$ cat src/rtl/serv_decode_seq_w.sv
// W-bit-per-cycle SERV decoder/sequencer: latches the instruction, runs IDLE/INIT/RUN/TRAP
// and serialises the immediate. Define SERV_DECODE_MISALIGN_TRAP_EN to enable misalignment traps.
module serv_decode_seq_w #(
  parameter int unsigned W = 1
) (
  input  logic         clk,
  input  logic         i_rst,
  input  logic [31:0]  i_wb_rdt,
  input  logic         i_wb_en,
  input  logic         i_mem_dbus_ack,
  input  logic         i_mem_misalign,
  input  logic         i_ctrl_misalign,
  input  logic         i_alu_cmp,
  output logic         o_ibus_active,
  output logic [4:0]   o_cnt,
  output logic         o_cnt_en,
  output logic         o_cnt_done,
  output logic         o_init,
  output logic         o_trap,
  output logic         o_rf_rd_en,
  output logic [4:0]   o_rd_addr,
  output logic [4:0]   o_rs1_addr,
  output logic [4:0]   o_rs2_addr,
  output logic [2:0]   o_funct3,
  output logic [W-1:0] o_imm,
  output logic         o_op_b_imm,
  output logic         o_ctrl_jump,
  output logic         o_mem_en,
  output logic         o_mem_cmd,
  output logic [W-1:0] o_mem_dat_valid,
  output logic [3:0]   o_csr_mcause
);

  if (!(W == 1 || W == 2 || W == 4 || W == 8)) begin : g_bad_w
    $error("serv_decode_seq_w: W must be 1, 2, 4 or 8");
  end

  localparam logic [4:0] CNT_STEP  = 5'(W);
  localparam logic [4:0] CNT_LAST  = 5'(32 - W);
  localparam logic [4:0] OP_LOAD   = 5'b00000;
  localparam logic [4:0] OP_STORE  = 5'b01000;
  localparam logic [4:0] OP_OPIMM  = 5'b00100;
  localparam logic [4:0] OP_OP     = 5'b01100;
  localparam logic [4:0] OP_AUIPC  = 5'b00101;
  localparam logic [4:0] OP_LUI    = 5'b01101;
  localparam logic [4:0] OP_BRANCH = 5'b11000;
  localparam logic [4:0] OP_JAL    = 5'b11011;
  localparam logic [4:0] OP_JALR   = 5'b11001;
  localparam logic [4:0] OP_SYSTEM = 5'b11100;

  typedef enum logic [1:0] {
    IDLE = 2'd0,
    INIT = 2'd1,
    RUN  = 2'd2,
    TRAP = 2'd3
  } state_t;

  state_t      state_r;
  logic [4:0]  cnt_r;
  logic        go_r;
  logic [4:0]  opcode_r;
  logic [4:0]  rd_r, rs1_r, rs2_r;
  logic [2:0]  funct3_r;
  logic [31:0] imm_r;
  logic [3:0]  mcause_r;

  // Full 32-bit immediate for the instruction format implied by the opcode
  function automatic logic [31:0] decode_imm(input logic [4:0] op, input logic [31:7] ins);
    logic [31:0] imm;
    case (op)
      OP_STORE:         imm = {{21{ins[31]}}, ins[30:25], ins[11:7]};
      OP_BRANCH:        imm = {{20{ins[31]}}, ins[7], ins[30:25], ins[11:8], 1'b0};
      OP_AUIPC, OP_LUI: imm = {ins[31:12], 12'h000};
      OP_JAL:           imm = {{12{ins[31]}}, ins[19:12], ins[20], ins[30:21], 1'b0};
      default:          imm = {{21{ins[31]}}, ins[30:20]};
    endcase
    return imm;
  endfunction

  logic is_load_s, is_store_s, is_mem_s, is_op_s, is_opimm_s, is_branch_s;
  logic is_jal_s, is_jalr_s, is_system_s, legal_s, ecall_ebreak_s, ebreak_s;
  logic slt_s, shift_s, need_init_s, ctrl_jump_s, mem_mis_s, jmp_mis_s, cnt_done_s;
  logic unused_s;
  logic [3:0] cause_s;
  logic [W-1:0] dat_valid_s;

  assign is_load_s   = (opcode_r == OP_LOAD);
  assign is_store_s  = (opcode_r == OP_STORE);
  assign is_mem_s    = is_load_s | is_store_s;
  assign is_op_s     = (opcode_r == OP_OP);
  assign is_opimm_s  = (opcode_r == OP_OPIMM);
  assign is_branch_s = (opcode_r == OP_BRANCH);
  assign is_jal_s    = (opcode_r == OP_JAL);
  assign is_jalr_s   = (opcode_r == OP_JALR);
  assign is_system_s = (opcode_r == OP_SYSTEM);
  assign legal_s     = is_mem_s | is_op_s | is_opimm_s | is_branch_s | is_jal_s | is_jalr_s |
                       is_system_s | (opcode_r == OP_AUIPC) | (opcode_r == OP_LUI);
  // ECALL/EBREAK share funct3=0; instruction bit 20 (imm bit 0) tells them apart
  assign ecall_ebreak_s = is_system_s & (funct3_r == 3'b000);
  assign ebreak_s       = ecall_ebreak_s & imm_r[0];
  assign slt_s       = (is_op_s | is_opimm_s) & (funct3_r[2:1] == 2'b01);
  assign shift_s     = (is_op_s | is_opimm_s) & (funct3_r[1:0] == 2'b01);
  assign need_init_s = is_branch_s | slt_s | is_jal_s | is_jalr_s | is_mem_s | shift_s;
  assign ctrl_jump_s = is_jal_s | is_jalr_s | (is_branch_s & i_alu_cmp);
  assign cnt_done_s  = (cnt_r == CNT_LAST);

`ifdef SERV_DECODE_MISALIGN_TRAP_EN
  assign mem_mis_s = is_mem_s & i_mem_misalign;
  assign jmp_mis_s = ctrl_jump_s & i_ctrl_misalign;
  assign unused_s  = &{1'b0, i_wb_rdt[1:0]};
`else
  assign mem_mis_s = 1'b0;
  assign jmp_mis_s = 1'b0;
  assign unused_s  = &{1'b0, i_wb_rdt[1:0], i_mem_misalign, i_ctrl_misalign};
`endif

  // Trap cause in priority order
  always_comb begin
    cause_s = 4'd0;
    if (!legal_s)                      cause_s = 4'd2;
    else if (ebreak_s)                 cause_s = 4'd3;
    else if (ecall_ebreak_s)           cause_s = 4'd11;
    else if (mem_mis_s & is_store_s)   cause_s = 4'd6;
    else if (mem_mis_s & is_load_s)    cause_s = 4'd4;
    else                               cause_s = 4'd0;
  end

  // Per-lane data valid by access size
  always_comb begin
    dat_valid_s = '0;
    for (int k = 0; k < int'(W); k++) begin
      case (funct3_r[1:0])
        2'b00:   dat_valid_s[k] = (({1'b0, cnt_r} + 6'(k)) < 6'd8);
        2'b01:   dat_valid_s[k] = (({1'b0, cnt_r} + 6'(k)) < 6'd16);
        default: dat_valid_s[k] = 1'b1;
      endcase
    end
  end

  // Instruction field latch; deliberately not reset
  always_ff @(posedge clk) begin
    if (i_wb_en) begin
      opcode_r <= i_wb_rdt[6:2];
      rd_r     <= i_wb_rdt[11:7];
      funct3_r <= i_wb_rdt[14:12];
      rs1_r    <= i_wb_rdt[19:15];
      rs2_r    <= i_wb_rdt[24:20];
      imm_r    <= decode_imm(i_wb_rdt[6:2], i_wb_rdt[31:7]);
    end
  end

  // Sequencer: state, bit counter, go strobe and trap cause
  always_ff @(posedge clk) begin
    if (i_rst) begin
      state_r  <= IDLE;
      cnt_r    <= 5'd0;
      go_r     <= 1'b0;
      mcause_r <= 4'd0;
    end else begin
      go_r <= i_wb_en;
      if (state_r != IDLE) cnt_r <= cnt_r + CNT_STEP;
      case (state_r)
        IDLE: begin
          if (i_mem_dbus_ack) begin
            state_r <= RUN;
          end else if (go_r) begin
            if (!legal_s || ecall_ebreak_s) begin
              state_r  <= TRAP;
              mcause_r <= cause_s;
            end else if (need_init_s) begin
              state_r <= INIT;
            end else begin
              state_r <= RUN;
            end
          end
        end
        INIT: begin
          if (cnt_done_s) begin
            if (mem_mis_s || jmp_mis_s) begin
              state_r  <= TRAP;
              mcause_r <= cause_s;
            end else if (is_mem_s) begin
              state_r <= IDLE;
            end else begin
              state_r <= RUN;
            end
          end
        end
        RUN, TRAP: if (cnt_done_s) state_r <= IDLE;
        default: state_r <= IDLE;
      endcase
    end
  end

  assign o_ibus_active   = (state_r == IDLE);
  assign o_cnt_en        = (state_r != IDLE);
  assign o_init          = (state_r == INIT);
  assign o_trap          = (state_r == TRAP);
  assign o_cnt           = cnt_r;
  assign o_cnt_done      = cnt_done_s;
  assign o_rf_rd_en      = (state_r == RUN) & !is_store_s & !is_branch_s & (rd_r != 5'd0);
  assign o_rd_addr       = rd_r;
  assign o_rs1_addr      = rs1_r;
  assign o_rs2_addr      = rs2_r;
  assign o_funct3        = funct3_r;
  assign o_imm           = W'(imm_r >> cnt_r);
  assign o_op_b_imm      = !(is_op_s | is_branch_s);
  assign o_ctrl_jump     = ctrl_jump_s;
  assign o_mem_en        = is_mem_s & ((state_r == INIT) | (state_r == RUN));
  assign o_mem_cmd       = is_store_s;
  assign o_mem_dat_valid = dat_valid_s;
  assign o_csr_mcause    = mcause_r;

endmodule
$ cat config.mk
export PLATFORM = sky130hd
export DESIGN_NAME = serv_decode_seq_w
export DESIGN_NICKNAME = d
export VERILOG_FILES = /design/src/rtl/serv_decode_seq_w.sv
export SDC_FILE = /design/constraint.sdc
export NUM_CORES = 1
export LEC_CHECK = 0
export CELL_PAD_IN_SITES_DETAIL_PLACEMENT = 0
export CELL_PAD_IN_SITES_GLOBAL_PLACEMENT = 1
export CORE_UTILIZATION = 38
export CTS_CLUSTER_DIAMETER = 200
export DETAILED_ROUTE_END_ITERATION = 7
export GPL_TIMING_DRIVEN = 0
export PLACE_DENSITY_LB_ADDON = 0.12
export SYNTH_ARGS = -nofsm -noshare
export SYNTH_HDL_FRONTEND = slang
export SYNTH_SLANG_ARGS = --single-unit
$ cat constraint.sdc
create_clock -name clk -period 2.55 [get_ports clk]
set_input_delay 0.51 -clock clk [delete_from_list [all_inputs] [get_ports clk]]
set_output_delay 0.51 -clock clk [all_outputs]
set_load 0.005 [all_outputs]
* Word-level counts from Yosys, hierarchy flattened
Index checks and enable logic that the tools add are counted.
** Operators by class
- $add $sub $neg :: 1
- $lt $le $gt $ge :: 2
- Equal/unequal tests :: 23
- Shift operators :: 1
- Muxes and demuxes :: 13
- Bitwise operators :: 29
- Reduce and logical (&&, ||, !) cells :: 15
** Operators with widths (number)
- 31-bit case mux with 4 select lines :: 1
- 5-bit == test (second input constant) :: 7
- 32-bit by 5-bit >> shifter with 1-bit output :: 1
- 5-bit by 4-bit == test with 1-bit output (second input constant) :: 5
- 1-bit bitwise OR :: 19
- 5-bit by 3-bit == test with 1-bit output (second input constant) :: 3
- 2-bit 2-to-1 mux :: 7
- 4-bit 2-to-1 mux :: 3
- 1-bit bitwise AND :: 9
- 2-bit by 1-bit == test with 1-bit output (second input constant) :: 3
- 2-bit case mux with 3 select lines :: 1
- 5-bit by 1-bit adder with 5-bit output (second input constant) :: 1
- 5-bit zero test :: 1
- 5-bit by 4-bit less-than comparator with 1-bit output (second input constant) :: 1
- 5-bit less-than comparator (second input constant) :: 1
- 5-bit nonzero test :: 1
- 2-bit == test (second input constant) :: 2
- 1-bit zero test :: 4
- 2-bit zero test :: 2
- 2-bit inequality test (second input constant) :: 2
- 4-bit AND reduction :: 1
- 2-bit OR reduction :: 2
- 3-bit zero test :: 1
- 3-bit by 2-bit inequality test with 1-bit output (second input constant) :: 1
- 5 further kinds :: 5
** Word-level totals
- Bits in registers :: 67
- Input bits :: 39
- Output and inout port bits :: 39
- Word-level logic and storage cells :: 94

* Longest topological paths before layout
- Depth in word-level cells :: 16
- Mapped depth :: 8
- Depth with buffers taken out :: 7

* Least setup slack after synthesis
No wires, ideal clock.
- Path kind :: register to output
- Start :: register cnt_r[2] (netlist: o_cnt[2])
- End :: output port o_imm
- Arrival :: 1586 ps
- Required time :: 2040 ps
- Slack :: 454 ps
- Stages on the path, launching flop included :: 6
- Path buffers :: 1
- Cell sequence :: dfxtp_1 > buf_6 > mux4_1 > mux4_2 > inv_1 > a21oi_1
** Between the ends
- Word-level cells in the longest chain between the ends :: 1
** RTL lines
- start: declaration :: RTL line 59 : logic [4:0] cnt_r;
- start signal: assignment :: RTL line 161 : if (state_r != IDLE) cnt_r <= cnt_r + CNT_STEP;
- 32-bit by 5-bit >> shifter with 1-bit output :: RTL line 206 : assign o_imm = W'(imm_r >> cnt_r);
- end: declaration :: RTL line 25 : output logic [W-1:0] o_imm,
Every way passes these cells.

* Worst setup path in the final report
Ends and elaborated chain as after synthesis.

==> metrics.md <==
| Metric | Value |
|---|---|
| First-pass GRT wire length | 11100 um |
| PwrDens | 636 mW/mm^2 |
| Die area | 0.00833 sq mm |
| Inst Count DP | 414 |
| Layout area overhead | 35.2% |
| Initial DRC Count | 103 |
| GRT overflow | 0 |
| Final Total Pwr | 2.60 mW |
| FFs w/ async S/R, synth | 0% |
| IO Port Bufs | 72 |
| Max cap viols | 0 |
| Final worst slack | 10.7 ps |
| TritonCTS clock tree | done |
| Slew HR | 49.8% |
| Largest net degree at the start of global routing | 32 |
| Min-Delay Path Class | reg2reg |
| Setup CP Type | reg2out |
| First-pass iteration count of the detailed router | 4 |
| Count leader, synth | edfxtp_1 |
| Pre-CTS setup slack | -278 ps |
| Top achievable clock speed | 0.394 GHz |
| Syn Area/Cell | 12.7 sq um |
| Synth area leaders | edfxtp_1 55%, dfxtp_1 7.3%, mux4_2 4.5% |
| Number of flops mapped to enable cells by yosys | 55 |
| Total routed wirelength | 6840 um |
| Layout Cells excl Fill | 434 |
| Slowest CP cell | mux4_2 |
| Max Clock Skew | 4.69 ps |
| Outcome | completed |
| Predominant post-synthesis flop cell | edfxtp_1 |
| Hpwl dp | 4930 um |
| Final Cell Area | 0.00409 sq mm |
| CP startpoint kind | register |
| Fin. Hold Viols | 0 |
| Synth Instances | 239 |
| Register area share after synthesis | 61.8% |
| Clock Pin Slew Worst Setup and Hold Paths | 70 ps |
| Clock sinks | 66 |
| Number of global-route vias before repair | 2067 |
| Detailed-route DRC error count | 0 |
| Unrepaired setup endpoints after global routing | yes |
| Overall die width | 91.3 um |
| Die span in y | 91.3 um |
| Synthesized area | 0.00303 sq mm |
| Mapped Nets | 284 |
| Crit. End Element | output port |
| Later-pin clock latency in the skew report | 330 ps |
| N_diodes | 0 |
| Gpl congestion | 0.799 |
| Crit Path Max Fanout | 5 |
| Critical path arrival | 2030 ps |
| Via/cell ratio | 4.93 |
| Slew @ Worst Pin | 753 ps |
| FP Rows | 32 |
| Most used cell, CP | mux4_2 |
| CP required | 2040 ps |
| Min Clock Period, post-route | 2540 ps |
| H-tree Lvls | 3 |
| Area share of the largest cell type after synthesis | 54.5% |
| CTS Buf Count | 9 |
| Initial antenna violation count | 0 |
| WL/cell | 15.8 um |
| Gr usage total | 18.0% |
| Crit path cell chain | buf_6 -> mux4_2 -> mux4_2 -> inv_2 -> a21oi_2 -> buf_2 |
| LEAKAGE | 1.54 nW |
| Share of cells above drive strength 1 | 13.6% |
| Distinct cells, synth | 44 |
| Worst path max stage delay | 510 ps |
| Synth cell count leaders | 55 x edfxtp_1, 25 x nand2_1, 15 x inv_1 |
| CORE AREA | 0.00773 sq mm |
| DR vias | 2139 |
| Period utilization | 99.6% |
| Post-synthesis register bit count | 66 |
| DP Area | 0.00390 sq mm |
| Worst vdd ir | 0.327 mV |
| Fin nets | 372 |
| Area leader, netlist | edfxtp_1 |
| Clock Root Buffer | clkbuf_8 |
| Initial Util | 39.2% |
| Fin. max-slew vios | 0 |
| Final Setup Violations | 0 |
| Syn. warnings | 0 |
| # fillers | 689 |
| CTS Buffer Depth | 2 |
| Boundary Pins | 78 |
| Remaining antenna violation count | 0 |
flip-flops by register name (all words and copies together), names as in the netlist:
| signal | count |
|---|---|
| state_r | 2 |
| o_rs2_addr | 5 |
| o_cnt | 5 |
| o_funct3 | 3 |
| go_r | 1 |
| opcode_r | 5 |
| o_csr_mcause | 3 |
| o_rd_addr | 5 |
| o_rs1_addr | 5 |
| imm_r | 32 |
cell usage in the layout, fill, tap and decap left out, types with 6 or more instances in the layout:
master and n:
a21oi_1 12, buf_4 6, clkbuf_8 9, clkdlybuf4s50_1 69
dfxtp_1 9, edfxtp_1 55, ha_1 6, inv_1 14
mux4_2 9, nand2_1 25, nor2_1 13, nor2b_1 10
o21ai_1 12
critical path, delay by kind of cell (launching register included):
| kind | cells | cell delay [ps] |
|---|---|---|
| multiplexers | 2 | 990 |
| flip-flops | 1 | 330 |
| buffers and inverters | 3 | 330 |
| AO/OA/AOI/OAI | 1 | 40 |
through the flow:
step / setup TNS [ps] / utilization [%] / hold WS (ps)
after floorplan: 0 / - / 442
after global placement: -36470 / 50.2 / 434
after detailed placement: -482 / 50.5 / 439
after CTS: -33.4 / 52.7 / 448
after global routing: -98.4 / 53.0 / 464
final: 0 / 53.0 / 444
where the power goes:
part	switching, mW	leakage (nW)	total [mW]	internal (mW)
clock network	0.381	0.0775	0.719	0.338
registers	0.0629	0.628	1.34	1.28
logic	0.240	0.831	0.542	0.302
total	0.684	1.54	2.60	1.92
repair_timing:
item                                    in CTS  in global routing
endpoints found under the setup margin       3                  3
gates cloned                                 0                  0
hold buffers                                 0                  0
pin swaps                                    0                  1
buffers inserted                             3                  1
resized for setup                           10                  7
metal layers:
metal,vias up,GRT usage [%],part of all wire (%)
met3,10,5.28,4.6
met1,1008,25.2,48
li1,1053,-,-
met5,-,0,0
met2,68,26.4,45
met4,0,7.14,2.1
cells by family after synthesis:
group	Yosys count	synth area share, %
muxes	12	8.05
DFF	66	61.8
and+or+nand+nor	77	13.1
AOI/OAI and AO/OA	47	9.54
xor gates and xnor gates	4	1.16
other	1	0.124
buffers and inverters	26	3.76
adders and majority gates	6	2.48
path summary, 6_finish.rpt:
path	endpoint	from	cells past startpoint	slack, ps
worst max-delay path	o_imm	o_cnt[2]	6	10
worst max register to register	state_r[0]	state_r[0]	8	730
worst min register to register	o_csr_mcause[1]	o_csr_mcause[1]	2	440
worst min-delay path	o_csr_mcause[1]	o_csr_mcause[1]	2	440
cell type report:
class	count	area (sq um)	share of cell area, %
sequential	66	1870	45.8
multi-input combinational	147	1040	25.4
timing repair buffer	77	771	18.8
tap	102	128	3.12
clock buffer	9	124	3.03
inverter	17	63.8	1.56
buffer	9	56.3	1.38
clock inverter	7	36.3	0.886
(Power assumes the default switching activity.)
